<file path="config.mk">
export PLATFORM = sky130hd
export DESIGN_NAME = keypad_entry
export DESIGN_NICKNAME = d
export VERILOG_FILES = /design/src/rtl/microwave_pkg.sv /design/src/rtl/key_debounce.sv /design/src/rtl/keypad_entry.sv
export SDC_FILE = /design/constraint.sdc
export NUM_CORES = 1
export LEC_CHECK = 0
export CAP_MARGIN = 20
export CORE_UTILIZATION = 52
export CTS_CLUSTER_SIZE = 28
export DETAILED_ROUTE_END_ITERATION = 6
export HOLD_SLACK_MARGIN = 0.12
export PLACE_DENSITY = 0.89
export SLEW_MARGIN = 5
export SYNTH_ARGS = -nofsm -noshare
export SYNTH_HDL_FRONTEND = slang
export SYNTH_SLANG_ARGS = --single-unit
</file>
<file path="constraint.sdc">
create_clock -name clk -period 2.2 [get_ports clk]
set_input_delay 0.44 -clock clk [delete_from_list [all_inputs] [get_ports clk]]
set_output_delay 0.44 -clock clk [all_outputs]
set_load 0.05 [all_outputs]
</file>
<file path="src/rtl/microwave_pkg.sv">
// rtl/microwave_pkg.sv - shared types and constants for the keypad entry path
//   key indices  : KEY_1..KEY_9 are keypad bits 0..8, KEY_0 is keypad bit 9
//   bcd_t        : one stored BCD digit
//   deb_state_t  : debouncer state encoding
//   key_class_t  : per-cycle classification of the sampled keypad
package microwave_pkg;

    localparam int NUM_KEYS                = 10;
    localparam int KEY_1                   = 0;
    localparam int KEY_9                   = 8;
    localparam int KEY_0                   = 9;
    localparam int DEFAULT_DEBOUNCE_CYCLES = 4;

    typedef logic [3:0] bcd_t;

    typedef enum logic [1:0] {
        WAIT_RELEASE = 2'd0,
        RELEASED     = 2'd1,
        PRESSING     = 2'd2,
        HELD         = 2'd3
    } deb_state_t;

    typedef enum logic [1:0] {
        KC_IDLE    = 2'd0,
        KC_ONEHOT  = 2'd1,
        KC_INVALID = 2'd2
    } key_class_t;

    // Digit keys 1..9 sit on bits 0..8; bit 9 (and an empty pattern) is 0.
    function automatic bcd_t onehot_to_bcd(input logic [NUM_KEYS-1:0] k);
        bcd_t r;
        r = 4'd0;
        for (int i = KEY_1; i <= KEY_9; i++) begin
            if (k[i]) begin
                r = bcd_t'(i + 1);
            end
        end
        return r;
    endfunction

endpackage

</file>
<file path="src/rtl/key_debounce.sv">
// rtl/key_debounce.sv - keypad classifier and debouncer producing one accept per press
//   clk, clear : clock, asynchronous active-high reset
//   keypad     : raw one-bit-per-key pattern
//   accept     : combinational pulse during the cycle whose edge accepts the key
//   code       : BCD value of the key being debounced
module key_debounce
    import microwave_pkg::*;
#(
    parameter int DEBOUNCE_CYCLES = DEFAULT_DEBOUNCE_CYCLES
) (
    input  logic                clk,
    input  logic                clear,
    input  logic [NUM_KEYS-1:0] keypad,
    output logic                accept,
    output logic [3:0]          code
);

    localparam int                CNT_W    = (DEBOUNCE_CYCLES < 2) ? 1 : $clog2(DEBOUNCE_CYCLES + 1);
    localparam logic [CNT_W-1:0]  CNT_LAST = CNT_W'(DEBOUNCE_CYCLES - 1);
    localparam logic [CNT_W-1:0]  CNT_ONE  = CNT_W'(1);

    deb_state_t          state, state_n;
    logic [CNT_W-1:0]    cnt, cnt_n;
    logic [NUM_KEYS-1:0] key_q, key_n;
    key_class_t          kclass;
    logic                match;

    always_comb begin
        kclass = KC_INVALID;
        if (keypad == '0) begin
            kclass = KC_IDLE;
        end else if ((keypad & (keypad - 1'b1)) == '0) begin
            kclass = KC_ONEHOT;
        end
    end

    // An INVALID pattern can never equal the captured one-hot code.
    assign match = (keypad == key_q);
    assign code  = onehot_to_bcd(key_q);

    always_ff @(posedge clk or posedge clear) begin
        if (clear) begin
            state <= WAIT_RELEASE;
            cnt   <= '0;
            key_q <= '0;
        end else begin
            state <= state_n;
            cnt   <= cnt_n;
            key_q <= key_n;
        end
    end

    always_comb begin
        state_n = state;
        cnt_n   = cnt;
        key_n   = key_q;
        accept  = 1'b0;
        case (state)
            WAIT_RELEASE: begin
                if (kclass != KC_IDLE) begin
                    cnt_n = '0;
                end else if (cnt == CNT_LAST) begin
                    state_n = RELEASED;
                    cnt_n   = '0;
                end else begin
                    cnt_n = cnt + 1'b1;
                end
            end
            RELEASED: begin
                if (kclass == KC_ONEHOT) begin
                    key_n = keypad;
                    if (DEBOUNCE_CYCLES < 2) begin
                        accept  = 1'b1;
                        state_n = HELD;
                    end else begin
                        state_n = PRESSING;
                        cnt_n   = CNT_ONE;
                    end
                end
            end
            PRESSING: begin
                if (!match) begin
                    state_n = RELEASED;
                    cnt_n   = '0;
                end else if (cnt == CNT_LAST) begin
                    accept  = 1'b1;
                    state_n = HELD;
                    cnt_n   = cnt + 1'b1;
                end else begin
                    cnt_n = cnt + 1'b1;
                end
            end
            HELD: begin
                if (!match) begin
                    state_n = WAIT_RELEASE;
                    cnt_n   = '0;
                end
            end
            default: begin
                state_n = WAIT_RELEASE;
                cnt_n   = '0;
            end
        endcase
    end

endmodule

</file>
<file path="src/rtl/keypad_entry.sv">
// rtl/keypad_entry.sv - microwave time entry: debounced keypad into a 3-digit BCD shift window
//   clk, clear                  : clock, asynchronous active-high reset
//   keypad                      : one bit per key (bits 0..8 = 1..9, bit 9 = 0)
//   load_en                     : digit entry permitted
//   sec_ones, sec_tens, mins    : stored BCD digits, unvalidated
//   key_strobe                  : one-cycle pulse after each loaded digit
//   entry_valid                 : any stored digit nonzero
module keypad_entry
    import microwave_pkg::*;
#(
    parameter int DEBOUNCE_CYCLES = DEFAULT_DEBOUNCE_CYCLES
) (
    input  logic                clk,
    input  logic                clear,
    input  logic [NUM_KEYS-1:0] keypad,
    input  logic                load_en,
    output logic [3:0]          sec_ones,
    output logic [3:0]          sec_tens,
    output logic [3:0]          mins,
    output logic                key_strobe,
    output logic                entry_valid
);

    logic accept;
    bcd_t code;
    logic load;

    key_debounce #(
        .DEBOUNCE_CYCLES(DEBOUNCE_CYCLES)
    ) u_key_debounce (
        .clk    (clk),
        .clear  (clear),
        .keypad (keypad),
        .accept (accept),
        .code   (code)
    );

    // An accept while entry is locked out is simply dropped; the debouncer
    // has already moved to HELD, so the press cannot be replayed.
    assign load = accept && load_en;

    always_ff @(posedge clk or posedge clear) begin
        if (clear) begin
            sec_ones   <= '0;
            sec_tens   <= '0;
            mins       <= '0;
            key_strobe <= 1'b0;
        end else begin
            key_strobe <= load;
            if (load) begin
                mins     <= sec_tens;
                sec_tens <= sec_ones;
                sec_ones <= code;
            end
        end
    end

    assign entry_valid = (sec_ones != 4'd0) || (sec_tens != 4'd0) || (mins != 4'd0);

endmodule

</file>
Word level (Yosys, flattened, before mapping)
Index checks and enable logic that the tools add are counted.

storage, ports and cells
  output and inout port bits = 14
  bits in read-only memories = 0
  latch bits = 0
  memories = 0
  register bits = 28
  memory bits (writable) = 0

cells by class
  reductions and logical operators = 13
  divide/modulo/power cells = 0
  shifts and indexed selects = 0
  equal/unequal tests = 11
  add/subtract/negate cells = 2
  $lt $le $gt $ge = 0
  $mul = 0
  bitwise operators = 1
  multiplexer cells = 27

operators with widths
  cell                                                  number
  two-way mux 3 bit                                     9
  zero test 10 bit                                      2
  two-way mux 2 bit                                     10
  one-hot mux 3 bit (4 select lines)                    1
  nonzero test 4 bit                                    3
  AND 10 bit                                            1
  equality test 10 bit                                  1
  subtractor 10 x 1 -> 10 bit (second input constant)   1
  two-way mux 4 bit                                     2
  one-hot mux 2 bit (4 select lines)                    1
  AND reduction 5 bit                                   1
  equality test 2 x 1 -> 1 bit (second input constant)  2
  equality test 2 bit (second input constant)           2
  two-way mux 1 bit                                     4
  != test 2 x 1 -> 1 bit (second input constant)        2
  != test 2 bit (second input constant)                 2
  AND reduction 2 bit                                   2
  adder 3 x 1 -> 3 bit (second input constant)          1
  equality test 3 x 2 -> 1 bit (second input constant)  1
  != test 3 bit (second input constant)                 1
  zero test 2 bit                                       1
  logical OR 1 bit                                      2
  nonzero test 2 bit                                    1
  logical AND 1 bit                                     1

Depth between registers and ports, before layout
Gate-level depths: netlist of the first run.

  depth after elaboration = 9
  gate-level depth with buffers = 8

Modules after synthesis
A second synthesis of the first run with hierarchy kept.

unflattened totals
  cell total of the unflattened synthesis = 139
  area total of the unflattened synthesis = 1,656.6 µm²

by module, submodules not included
  module        cells each  seq. area each (µm²)  area each (µm²)  times used
  key_debounce  106         375.4                 1,113.6          1
  keypad_entry  33          325.3                 543.0            1

Worst setup path after synthesis of the first run
Ideal clock, no wire load.

  path kind = input to register
  start point = in keypad[3]
  end point = reg u_key_debounce.key_q[0]
  arrival = 2.269 ns
  data required time = 2.075 ns
  stages = 7
  library setup time = 0.125 ns
  path slack = -0.194 ns
  cells stage by stage = or4_4 > nor3_2 > a31oi_1 > a211o_1 > or3_4 > buf_6 > mux2_4

on the way
  cells in the longest elaborated chain, start to end = 7
  elaborated cells on any way between the ends = 8

RTL lines
  element                                   line                text
  from (decl)                               keypad_entry.sv:15  input logic [NUM_KEYS-1:0] keypad,
  subtractor 10 x 1 -> 10 bit               key_debounce.sv:32  end else if ((keypad & (keypad - 1'b1)) == '0) begin
  AND 10 bit                                key_debounce.sv:32
  zero test 10 bit                          key_debounce.sv:32
  two-way mux 2 bit                         key_debounce.sv:32
  two-way mux 2 bit (*)                     key_debounce.sv:30  if (keypad == '0) begin
  equality test 2 x 1 -> 1 bit (*)          key_debounce.sv:70  if (kclass == KC_ONEHOT) begin
  AND reduction 2 bit (no source line) (*)  n/a
  to (signal assigned)                      key_debounce.sv:49  key_q <= key_n;
  to (decl)                                 key_debounce.sv:24  logic [NUM_KEYS-1:0] key_q, key_n;

Every way passes the cells marked *; elsewhere a longest branch is shown, timed or not.
A chain may end at the register's enable or synchronous reset.

Worst setup path in the final report of the first run
  start point = in keypad[1]
  end point = reg u_key_debounce.key_q[4]

The elaborated chain is that of the path after synthesis.

==> flow_metrics.env, run 1 <==
export IMPL_die_y_um=56.3
export IMPL_maxCapViolations=0
export IMPL_path_buf_inv=1
export IMPL_synth_cell_types=36
export IMPL_ant_nets=0
export IMPL_p_per_area_nw_per_um2=401
export IMPL_crit_path_end_kind="flop"
export IMPL_antenna_cells=0
export IMPL_grt_start_max_net_pins=29
export IMPL_place_gp_congestion=0.770
export IMPL_grt_ovfl_total=0
export IMPL_final_common_cell="dfrtp_1"
export IMPL_clock_power_share_pct=24.8
export IMPL_route_detailed_wl_per_inst_um=15.3
export IMPL_netlist_area_um2=1540
export IMPL_vias=1325
export IMPL_yosys_warnings=0
export IMPL_cp_startpoint="keypad[1]"
export IMPL_internal_power_mw=0.629
export IMPL_switching_power_mw=0.185
export IMPL_cp_start_kind="input port"
export IMPL_cp_slowest_cell="or4_4"
export IMPL_violations="setup timing"
export IMPL_setup_slack_ps=-13.0
export IMPL_drc=0
export IMPL_grt_total_usage_pct=24.4
export IMPL_crit_top_cell="a211o_1"
export IMPL_clock_skew_ps=2.81
export IMPL_synth_edf_count=0
export IMPL_hold_viol=0
export IMPL_crit_end="u_key_debounce.key_q[4]"
export IMPL_via_per_inst=5.76
export IMPL_crit_chain="buf_6 -> or4_4 -> a211o_1 -> a211o_1 -> or3_4 -> mux2_4"
export IMPL_numCtsBuffers=3
export IMPL_drt_wl_total_mm=3.52
export IMPL_io_pins=27
export IMPL_netlist_instances=152
export IMPL_finalNetCount=217
export IMPL_fin_setup_tns_ps=-42.0
export IMPL_required_ps=2420
export IMPL_rr_worst_depth=6
export IMPL_drive_above_1_share_pct=25.6
export IMPL_cp_top_family="simple AND/OR/NAND/NOR gates"
export IMPL_yosysSeqAreaShare_pct=45.6
export IMPL_ys_seq_elements=28
export IMPL_final_cell_mix="dfrtp_1 (28), nand2_1 (26), buf_4 (23)"
export IMPL_status="complete, but fails checks"
export IMPL_path_clk_slew_ps=130
export IMPL_cts_num_sinks=28
export IMPL_min_period_ps=2210
export IMPL_rows=19
export IMPL_synth_flop_cell="dfrtp_1"
export IMPL_die_area_um2=3170
export IMPL_core_um2=2780
export IMPL_die_w_um=56.3
export IMPL_grt_pass1_vias=1382
export IMPL_rrSetupSlack_ps=340
export IMPL_hp_class="input port to async pin"
export IMPL_firstDrtPassIters=4
export IMPL_max_freq_ghz=0.452
export IMPL_port_buffers=26
export IMPL_fill_cells=205
export IMPL_grt_pass1_wl_mm=5.88
export IMPL_antenna_found_initial=0
export IMPL_fin_hold_ws_ps=458
export IMPL_comb_power_share_pct=11.7
export IMPL_async_flop_share_pct=100
export IMPL_cts_root_buf="clkbuf_4"
export IMPL_relSlewSlack_pct=65.9
export IMPL_start_util_pct=55.2
export IMPL_path_class="input port to flop"
export IMPL_dp_hpwl_mm=2.66
export IMPL_cts_htree_levels=1
export IMPL_pwr_share_seq_pct=63.5
export IMPL_power_mw=0.814
export IMPL_syn_to_final_growth_pct=32.2
export IMPL_cts_tree="yes"
export IMPL_timing_rr_end="u_key_debounce.cnt[2]"
export IMPL_crit_cells=6
export IMPL_cp_max_fo=6
export IMPL_peakVddDrop_mv=0.300
export IMPL_cp_data_arrival_time_ps=2440
export IMPL_fin_crit_sh_pct=101
export IMPL_syn_num_nets=168
export IMPL_avgSynthCellArea_um2=10.1
export IMPL_drt_iter0_drc=34
export IMPL_maxSlewViolCount=0
export IMPL_worstReg2RegStart="u_key_debounce.key_q[4]"
export IMPL_cpPeakStageDelay_ps=550
export IMPL_insertion_delay_ps=320
export IMPL_p_sw_share_pct=22.8
export IMPL_cts_max_path_buffers=2
export IMPL_tightest_slew_ps=511
export IMPL_setup_violations=6
export IMPL_power_leakage_nw=0.960
==> repair_timing <==
item                                    in CTS  in global routing
resized for setup                           26                  5
cloned                                       1                  0
endpoints found under the setup margin      15                 20
hold buffers                                 0                  0
setup buffers                                1                  0
pin swaps                                    5                  2
==> worst min path at each step <==
stage	cells past startpoint	endpoint	slack, ps
after global placement	2	mins[0]	480
after detailed placement	2	mins[3]	490
after floorplan	1	u_key_debounce.key_q[9]	500
final	3	sec_ones[3]	460
after global routing	3	u_key_debounce.key_q[1]	480
after CTS	3	sec_ones[3]	460
==> synthesized netlist by cell type, drive strengths merged (4+ instances only) <==
| master | instances | area (um2) |
|---|---|---|
| clkbuf | 5 | 18.8 |
| nor2 | 5 | 18.8 |
| nor3 | 8 | 45.0 |
| xnor2 | 10 | 87.6 |
| a21oi | 4 | 20.0 |
| nor4 | 5 | 31.3 |
| dfrtp | 28 | 701 |
| o21ai | 5 | 25.0 |
| nand2 | 26 | 97.6 |
| mux2 | 12 | 169 |
| inv | 9 | 33.8 |
==> worst reg2reg max path: stages, from the launching register on <==
cell	delay, ps
dfrtp_1	470
xnor2_1	200
nand4_1	150
or3_4	450
a21boi_1	160
buf_4	150
o31ai_1	190
==> per-stage QoR <==
step | instances | worst slack, ps | cell area, um2 | utilization [%]
6_report | 230 | -13.0 | 2030 | 73.0
3_3_place_gp | 225 | -612 | 1970 | 70.8
3_5_place_dp | 225 | -665 | 1970 | 70.8
5_1_grt | 230 | -11.6 | 2030 | 73.0
2_1_floorplan | 152 | -194 | 1540 | -
4_1_cts | 230 | -37.1 | 2010 | 72.1
==> area by class of cell <==
class	instances	area [um2]	area share [%]
Clock buffer	3	22.5	1.11
Inverter	9	33.8	1.66
Multi-Input combinational cell	110	817	40.3
Sequential cell	28	701	34.5
Tap cell	31	38.8	1.91
Timing Repair Buffer	49	417	20.5
==> cells by family (layout without fill, tap and decap cells) <==
kind of cell | Yosys count | count (layout) | share of synthesized area (%)
buffers and inverters | 15 | 61 | 4.16
adder cells (fa/ha/maj) | 4 | 4 | 3.10
AO/OA/AOI/OAI | 24 | 24 | 10.5
AND/OR/NAND/NOR | 56 | 57 | 18.1
flip-flops | 28 | 28 | 45.6
multiplexers | 13 | 13 | 11.7
XOR/XNOR | 12 | 12 | 6.85
==> power groups by stage <==
stage	combinational (mW)	sequential, mW	clock (mW)
floorplan	0.0370	0.526	0
global placement	0.0921	0.527	0
detailed placement	0.0970	0.527	0
CTS	0.0947	0.517	0.211
global route	0.104	0.518	0.224
finish	0.0949	0.517	0.202
==> routing by layer <==
metal,GRT usage [%],up-vias,wire (um)
met5,0,-,0
met4,17.8,0,116
met3,3.69,10,136
met2,43.5,48,1920
met1,26.0,636,1340
li1,-,631,-
==> sequential cells by signal (all words and copies together) (netlist names) <==
signal                cells
sec_ones                  4
key_strobe                1
mins                      4
u_key_debounce.key_q     10
u_key_debounce.state      2
sec_tens                  4
u_key_debounce.cnt        3
Power figures use the tool's default switching activity.
==> inputs of run 2 (changes only) <==
==> constraint.sdc (replaced) <==
create_clock -name clk -period 2.35 [get_ports clk]
set_input_delay 0.47 -clock clk [delete_from_list [all_inputs] [get_ports clk]]
set_output_delay 0.47 -clock clk [all_outputs]
set_load 0.05 [all_outputs]
==> flow_metrics.env, run 2 (synthesis results as in run 1) <==
export IMPL_maxCapViolations=0
export IMPL_hold_viol=0
export IMPL_met3_usage_pct=3.23
export IMPL_core_um2=2780
export IMPL_numCtsBuffers=3
export IMPL_final_common_cell="dfrtp_1"
export IMPL_grt_util_met1_pct=29.1
export IMPL_die_w_um=56.3
export IMPL_cts_num_sinks=28
export IMPL_seqCellArea_um2=701
export IMPL_crit_path_end_kind="flop"
export IMPL_largest_register_ffs=10
export IMPL_grt_pass1_wl_mm=5.93
export IMPL_rows=19
export IMPL_cp_start_kind="input port"
export IMPL_dp_hpwl_mm=2.62
export IMPL_via_per_inst=5.79
export IMPL_start_util_pct=55.2
export IMPL_path_clk_slew_ps=150
export IMPL_vias=1331
export IMPL_timing_rr_end="sec_tens[1]"
export IMPL_setup_violations=0
export IMPL_status="completed"
export IMPL_top_register="u_key_debounce.key_q"
export IMPL_route_detailed_wl_per_inst_um=15.1
export IMPL_fin_setup_tns_ps=0
export IMPL_busiest_layer="met2"
export IMPL_power_leakage_nw=0.969
export IMPL_worstReg2RegStart="u_key_debounce.key_q[4]"
export IMPL_rr_worst_depth=7
export IMPL_p_per_area_nw_per_um2=397
export IMPL_cts_htree_levels=1
export IMPL_min_period_ps=2300
export IMPL_io_pins=27
export IMPL_rsz0062_at_grt="false"
export IMPL_rrSetupSlack_ps=480
export IMPL_tightest_slew_ps=521
export IMPL_port_buffers=26
export IMPL_cp_startpoint="keypad[0]"
export IMPL_clock_skew_ps=6.87
export IMPL_drt_wl_total_mm=3.46
export IMPL_cts_tree="yes"
export IMPL_drive_above_1_share_pct=22.6
export IMPL_cts_root_buf="clkbuf_4"
export IMPL_place_gp_congestion=0.792
export IMPL_drc=0
export IMPL_fin_crit_sh_pct=98.0
export IMPL_grt_total_usage_pct=24.0
export IMPL_die_area_um2=3170
export IMPL_grt_start_max_net_pins=29
export IMPL_antenna_cells=0
export IMPL_die_y_um=56.3
export IMPL_cp_max_fo=5
export IMPL_path_class="input port to flop"
export IMPL_multiInputGateArea_um2=795
export IMPL_fill_cells=215
export IMPL_grt_pass1_vias=1369
export IMPL_cts_hold_buf=0
export IMPL_grt_ovfl_total=0
export IMPL_max_freq_ghz=0.434
export IMPL_finalNetCount=216
export IMPL_drt_iter0_drc=48
export IMPL_relSlewSlack_pct=65.2
export IMPL_hp_class="input port to async pin"
export IMPL_cp_data_arrival_time_ps=2520
export IMPL_power_mw=0.801
export IMPL_insertion_delay_ps=320
export IMPL_final_cell_mix="dfrtp_1 (28), nand2_1 (26), buf_4 (22)"
export IMPL_firstDrtPassIters=4
export IMPL_grtUsageMet2_pct=42.9
export IMPL_cts_max_path_buffers=2
export IMPL_syn_to_final_growth_pct=31.5
export IMPL_ant_nets=0
export IMPL_antenna_found_initial=0
export IMPL_required_ps=2570
export IMPL_maxSlewViolCount=0
export IMPL_peakVddDrop_mv=0.344
-- run 2: metal layers --
| layer | part of all wire (%) | routed length (um) | up-vias |
|---|---|---|---|
| met5 | 0 | 0 | - |
| met3 | 4.0 | 138 | 6 |
| met2 | 53 | 1830 | 52 |
| met1 | 42 | 1460 | 637 |
| met4 | 0.98 | 34 | 0 |
| li1 | - | - | 636 |
-- run 2: metrics by stage --
step	util [%]	area [um2]	std cells	setup WS (ps)	hold slack [ps]
finish	72.6	2020	230	47.2	494
global route	72.6	2020	230	32.4	526
CTS	72.2	2010	230	5.10	511
detailed placement	70.8	1970	225	-583	487
global placement	70.8	1970	225	-492	476
floorplan	-	1540	152	-73.8	503
-- run 2: worst max-delay path, stage by stage --
cell and delay, ps:
clkdlybuf4s15_1 180, or4_4 520, a211o_1 290, a211o_1 300, or3_4 450, mux2_4 310
-- run 2: where the power goes --
part,total (mW),leakage [nW],switching [mW],internal [mW]
Clock,0.228,0.0210,0.133,0.0947
Sequential,0.484,0.386,0.00149,0.483
Combinational,0.0889,0.562,0.0440,0.0450
-- run 2: worst max path at each step --
stage,end,cells past startpoint
after floorplan,u_key_debounce.key_q[0],7
after global placement,u_key_debounce.key_q[4],7
after detailed placement,u_key_debounce.key_q[2],7
after CTS,u_key_debounce.key_q[2],6
after global routing,u_key_debounce.key_q[4],6
final,u_key_debounce.key_q[4],6
-- run 2: cell type report --
type / count / share of cell area [%]
timing repair buffer: 48 / 20.5
multi-input combinational: 110 / 39.4
tap: 31 / 1.92
clock buffer: 4 / 1.80
inverter: 9 / 1.67
sequential: 28 / 34.7
-- run 2: repair_timing --
action,in CTS,in global routing
buffers inserted,0,0
endpoints found under the setup margin,10,9
resized for setup,19,3
gates cloned,1,0
pin swaps,5,1
